### config.mk
export PLATFORM = sky130hd
export DESIGN_NAME = if_fetch_stage
export DESIGN_NICKNAME = d
export VERILOG_FILES = /design/src/rtl/if_fetch_stage.sv
export SDC_FILE = /design/constraint.sdc
export NUM_CORES = 1
export LEC_CHECK = 0
export BUFFER_PORTS_ARGS = -buffer_cell sky130_fd_sc_hd__buf_4
export CELL_PAD_IN_SITES_DETAIL_PLACEMENT = 1
export CELL_PAD_IN_SITES_GLOBAL_PLACEMENT = 2
export CORE_UTILIZATION = 28
export CTS_CLUSTER_SIZE = 10
export DETAILED_ROUTE_END_ITERATION = 8
export PLACE_DENSITY = 0.88
export SYNTH_ARGS = -nofsm -noshare
export SYNTH_HDL_FRONTEND = slang
export SYNTH_SLANG_ARGS = --single-unit
### constraint.sdc
create_clock -name CLK -period 1.6 [get_ports CLK]
set_input_delay 0 -clock CLK [delete_from_list [all_inputs] [get_ports CLK]]
set_output_delay 0 -clock CLK [all_outputs]
set_load 0.02 [all_outputs]
### src/rtl/if_fetch_stage.sv
// Instruction-fetch stage: issues imem reads at PC, drives the PC advance enable,
// and owns the IF/ID pipeline latch (instr, pc, pc+4, valid).
module if_fetch_stage #(
    parameter logic [5:0]  HALT_OP   = 6'b111111,
    parameter logic [31:0] NOP_INSTR = 32'h0000_0000
) (
    input  logic        CLK,
    input  logic        nRST,
    input  logic [31:0] PC,
    input  logic        flush,
    input  logic        halt,
    input  logic        id_stall,
    input  logic        ihit,
    input  logic [31:0] iload,
    output logic        imemREN,
    output logic [31:0] imemaddr,
    output logic        pc_adv,
    output logic        ifid_valid,
    output logic [31:0] ifid_instr,
    output logic [31:0] ifid_pc,
    output logic [31:0] ifid_npc
);

    typedef enum logic [1:0] {
        FETCH  = 2'd0,
        DRAIN  = 2'd1,
        HALTED = 2'd2
    } state_t;

    state_t      state_q, state_d;
    logic [31:0] drain_addr_q, drain_addr_d;
    logic        valid_q, valid_d;
    logic [31:0] instr_q, instr_d;
    logic [31:0] pc_q, pc_d;
    logic [31:0] npc_q, npc_d;

    // State register, drain address and IF/ID latch
    always_ff @(posedge CLK or negedge nRST) begin
        if (!nRST) begin
            state_q      <= FETCH;
            drain_addr_q <= 32'h0000_0000;
            valid_q      <= 1'b0;
            instr_q      <= NOP_INSTR;
            pc_q         <= 32'h0000_0000;
            npc_q        <= 32'h0000_0000;
        end else begin
            state_q      <= state_d;
            drain_addr_q <= drain_addr_d;
            valid_q      <= valid_d;
            instr_q      <= instr_d;
            pc_q         <= pc_d;
            npc_q        <= npc_d;
        end
    end

    // Next-state, latch update and memory/PC-control outputs
    always_comb begin
        state_d      = state_q;
        drain_addr_d = drain_addr_q;
        valid_d      = valid_q;
        instr_d      = instr_q;
        pc_d         = pc_q;
        npc_d        = npc_q;
        imemREN      = 1'b1;
        imemaddr     = PC;
        pc_adv       = 1'b0;

        case (state_q)
            FETCH: begin
                if (halt) begin
                    if (!id_stall) begin
                        valid_d = 1'b0;
                        instr_d = NOP_INSTR;
                    end else begin
                        valid_d = valid_q;
                    end
                    state_d = HALTED;
                end else if (flush) begin
                    // Flush overrides stall; a miss leaves a stale request in flight.
                    pc_adv  = 1'b1;
                    valid_d = 1'b0;
                    instr_d = NOP_INSTR;
                    if (!ihit) begin
                        drain_addr_d = PC;
                        state_d      = DRAIN;
                    end else begin
                        state_d = FETCH;
                    end
                end else if (id_stall) begin
                    valid_d = valid_q;
                end else if (ihit) begin
                    pc_adv  = 1'b1;
                    valid_d = 1'b1;
                    instr_d = iload;
                    pc_d    = PC;
                    npc_d   = PC + 32'd4;
                    if (iload[31:26] == HALT_OP) begin
                        state_d = HALTED;
                    end else begin
                        state_d = FETCH;
                    end
                end else begin
                    valid_d = 1'b0;
                    instr_d = NOP_INSTR;
                end
            end

            DRAIN: begin
                // Hold the stale address until memory answers it.
                imemaddr = drain_addr_q;
                if (halt) begin
                    if (!id_stall) begin
                        valid_d = 1'b0;
                        instr_d = NOP_INSTR;
                    end else begin
                        valid_d = valid_q;
                    end
                    state_d = HALTED;
                end else if (flush) begin
                    pc_adv  = 1'b1;
                    valid_d = 1'b0;
                    instr_d = NOP_INSTR;
                end else begin
                    if (!id_stall) begin
                        valid_d = 1'b0;
                        instr_d = NOP_INSTR;
                    end else begin
                        valid_d = valid_q;
                    end
                    if (ihit) begin
                        state_d = FETCH;
                    end else begin
                        state_d = DRAIN;
                    end
                end
            end

            HALTED: begin
                imemREN = 1'b0;
                if (!id_stall) begin
                    valid_d = 1'b0;
                    instr_d = NOP_INSTR;
                end else begin
                    valid_d = valid_q;
                end
            end

            default: begin
                state_d = FETCH;
                valid_d = 1'b0;
                instr_d = NOP_INSTR;
            end
        endcase
    end

    assign ifid_valid = valid_q;
    assign ifid_instr = instr_q;
    assign ifid_pc    = pc_q;
    assign ifid_npc   = npc_q;

endmodule

==> out/results.ini <==
[clock_tree]
clock_latency_ps = 420
clkSinkCount = 129
clk_path_buf_depth = 2
numCtsBuffers = 17
cts_root_buf = clkbuf_16
tritoncts = yes
clk_pin_slew_worst_paths_ps = 50
h-tree-depth = 4

[yosys]
synth_most_common_cell = nand2_1
synthDistinctLibCells = 35
ys_warn_count = 0
syn_nets = 597
syn_area_sq_um = 5781
synth_cells = 526
synth.avg_cell_area_sq_um = 10.99
ys_ff_latch = 129
synth_edf_count = 0
ys_seq_area_frac = 0.5584
synthArstFlopShare = 1.000
synth_flop_cell = dfrtp_1
synth_common_cells = nand2_1 (143), dfrtp_1 (129), mux2_2 (63), a22o_1 (32), o21ai_0 (21)
yosys-top-cells-area = dfrtp_1 (56%), mux2_2 (12%), nand2_1 (9.3%)
yosys.area.top_type = dfrtp_1
synth_top_area_frac = 0.5584

[pwr]
powerDensity_nw_per_um2 = 906.5
ir_drop_v = 0.0006576
p_leak_nw = 5.069

[drt]
totalWireLength_mm = 23.42
vias_per_cell = 4.831
route.vias.total = 5435
routedWlPerCell_um = 20.82
drc_errors = 0
drtIter0Drc = 162
ant_nets = 0
drtPass1Iterations = 4

[sta]
final.setup.worst_slack_ps = -243.4
clock.fmax_mhz = 542.5
rsz0062_at_grt = true
period_share = 1.152
fin_crit_ps = 1843
whs_ps = 78.75
setup-violations-final = 127
hold_violations = 0
slew_headroom = 0.6484
finalClockSkew_ps = 9.205
worst_pin_slew_ps = 523.4
timing.final.max_slew_violations = 0

[finish]
finalInstanceArea_sq_um = 10340
seqCellArea_sq_um = 3229
syn2layout_area_growth_pct = 78.90
nFillCells = 2101
drive_gt1_frac = 0.4749
multi_input_comb_area_sq_um = 2689
num_antenna_cells = 0
nNetsFinal = 914

[die]
fp.dieH_um = 145.7
die_width_um = 145.7
dieArea_sq_um = 21220
core_area_sq_um = 20230
rows = 52
initial_core_util = 0.2857
ios = 201

[run_status]
status = finished with violations
violations = setup timing

[worst_setup_path]
crit_family = buffers and inverters
critPathKind = register to output port
crit_slowest_cell = dfrtp_1
path_max_fanout = 10
start_kind = register
cp_num_buf_inv = 4
worstSetupEndpointType = output port
path_common_cell = buf_6
slowest_delay_ps = 390
path_cells = buf_6 -> nor2b_4 -> buf_4 -> buf_12 -> mux2_2 -> buf_6
crit_arrival_ps = 1840
cp.required_ps = 1600

[placed_design]
dp.final_hpwl_mm = 12.56
io_buffers = 200
dpl_cell_area_sq_um = 7785
place_congestion = 0.7358

[worst_hold_path]
hold_class = primary input to async pin

[grt]
grt-ovfl-total = 0
antenna_found_initial = 0
grtUsageTotal = 0.2198
grt_pass1_vias = 5999
grt_max_degree = 45
grt_pass1_wl_mm = 35.48

[job]
drv_cap = 0

## cell usage in the layout (no fill, tap or decap), types with 2 or more instances in the layout
cell / count
buf_4: 190
dfrtp_1: 128
nand2_1: 122
dlygate4sd3_1: 71
mux2_4: 42
buf_6: 38
a22o_1: 32
mux2_2: 21
clkbuf_16: 21
nand2_2: 19
xnor2_1: 18
buf_12: 18
o21ai_1: 14
nand3_1: 12
o21ai_2: 11
buf_16: 11
nor3_1: 10
xor2_1: 10
nand4_1: 6
clkbuf_8: 5
bufinv_16: 5
o21ai_0: 4
nor4_4: 4
nor4_1: 4
nor2_1: 3
o21ai_4: 3
and3_1: 3
and4_1: 3
buf_8: 3
inv_1: 2
nand2_4: 2
clkinvlp_4: 2
## cells by family after synthesis
kind of cell    Yosys count  share of synthesized area
fa+ha+maj                 1                   0.002164
mux                      63                     0.1227
compound gates           68                    0.08074
xor+xnor                 28                    0.04242
buf+inv                  40                    0.03333
simple gates            197                     0.1602
flops                   129                     0.5584
## registers in the layout (all words and copies together) (netlist names)
register      count
state_q           2
drain_addr_q     32
ifid_instr       32
ifid_npc         30
ifid_pc          32
ifid_valid        1
## area by class of cell
| class | count | share of cell area |
|---|---|---|
| Clock buffer | 23 | 0.04815 |
| Sequential cell | 129 | 0.3123 |
| Clock inverter | 8 | 0.01682 |
| Inverter | 2 | 0.0007260 |
| Tap cell | 270 | 0.03267 |
| Timing Repair Buffer | 336 | 0.3293 |
| Multi-Input combinational cell | 357 | 0.2600 |
## layer usage
metal	GRT usage	part of all wire	up-vias	wire (um)
li1	-	-	2445	-
met1	0.2589	0.41	2745	9501
met2	0.3928	0.52	204	12080
met3	0.04765	0.054	41	1266
met4	0.07632	0.024	0	572
met5	0	0	-	0
## power by group
| group | leakage, nW | total [mW] | switching (mW) | internal (mW) |
|---|---|---|---|---|
| logic | 3.00 | 1.33 | 0.650 | 0.684 |
| clock network | 0.322 | 4.47 | 1.50 | 2.97 |
| registers | 1.75 | 3.57 | 0.120 | 3.45 |
## timing repair
item / in CTS / in global routing
hold endpoints to repair: 253 / 0
setup endpoints to repair: 52 / 139
setup buffers: 15 / 5
gates cloned: 14 / 5
hold buffers: 71 / 0
pin swaps: 31 / 2
resized for setup: 131 / 34
## final timing paths
| check | start | end | slack, ps | cells past startpoint |
|---|---|---|---|---|
| max | state_q[1]$_DFFE_PN0P_ | imemaddr[18] | -240 | 6 |
| min | nRST | ifid_instr[13]$_DFFE_PN0P_ | 80 | 2 |
| max reg2reg | state_q[1]$_DFFE_PN0P_ | ifid_npc[25]$_DFFE_PN0P_ | -240 | 7 |
| min reg2reg | ifid_pc[20]$_DFFE_PN0P_ | ifid_pc[20]$_DFFE_PN0P_ | 470 | 2 |
| max in group asynchronous | nRST | ifid_npc[9]$_DFFE_PN0P_ | 960 | 3 |
| min in group CLK | id_stall | ifid_valid$_DFFE_PN0P_ | 160 | 6 |
## through the flow
step	power [mW]	setup TNS [ps]	worst slack [ps]	std cells	utilization
final	9.374	-18040	-243.4	1125	0.5111
after global placement	4.642	0	69.44	985	0.3847
after detailed placement	4.670	-130.6	-33.34	985	0.3847
after CTS	9.361	-15300	-262.2	1116	0.4972
after floorplan	4.046	-683.8	-22.82	526	-
after global routing	9.663	-25880	-304.7	1125	0.5111
Power figures use the tool's default switching activity.
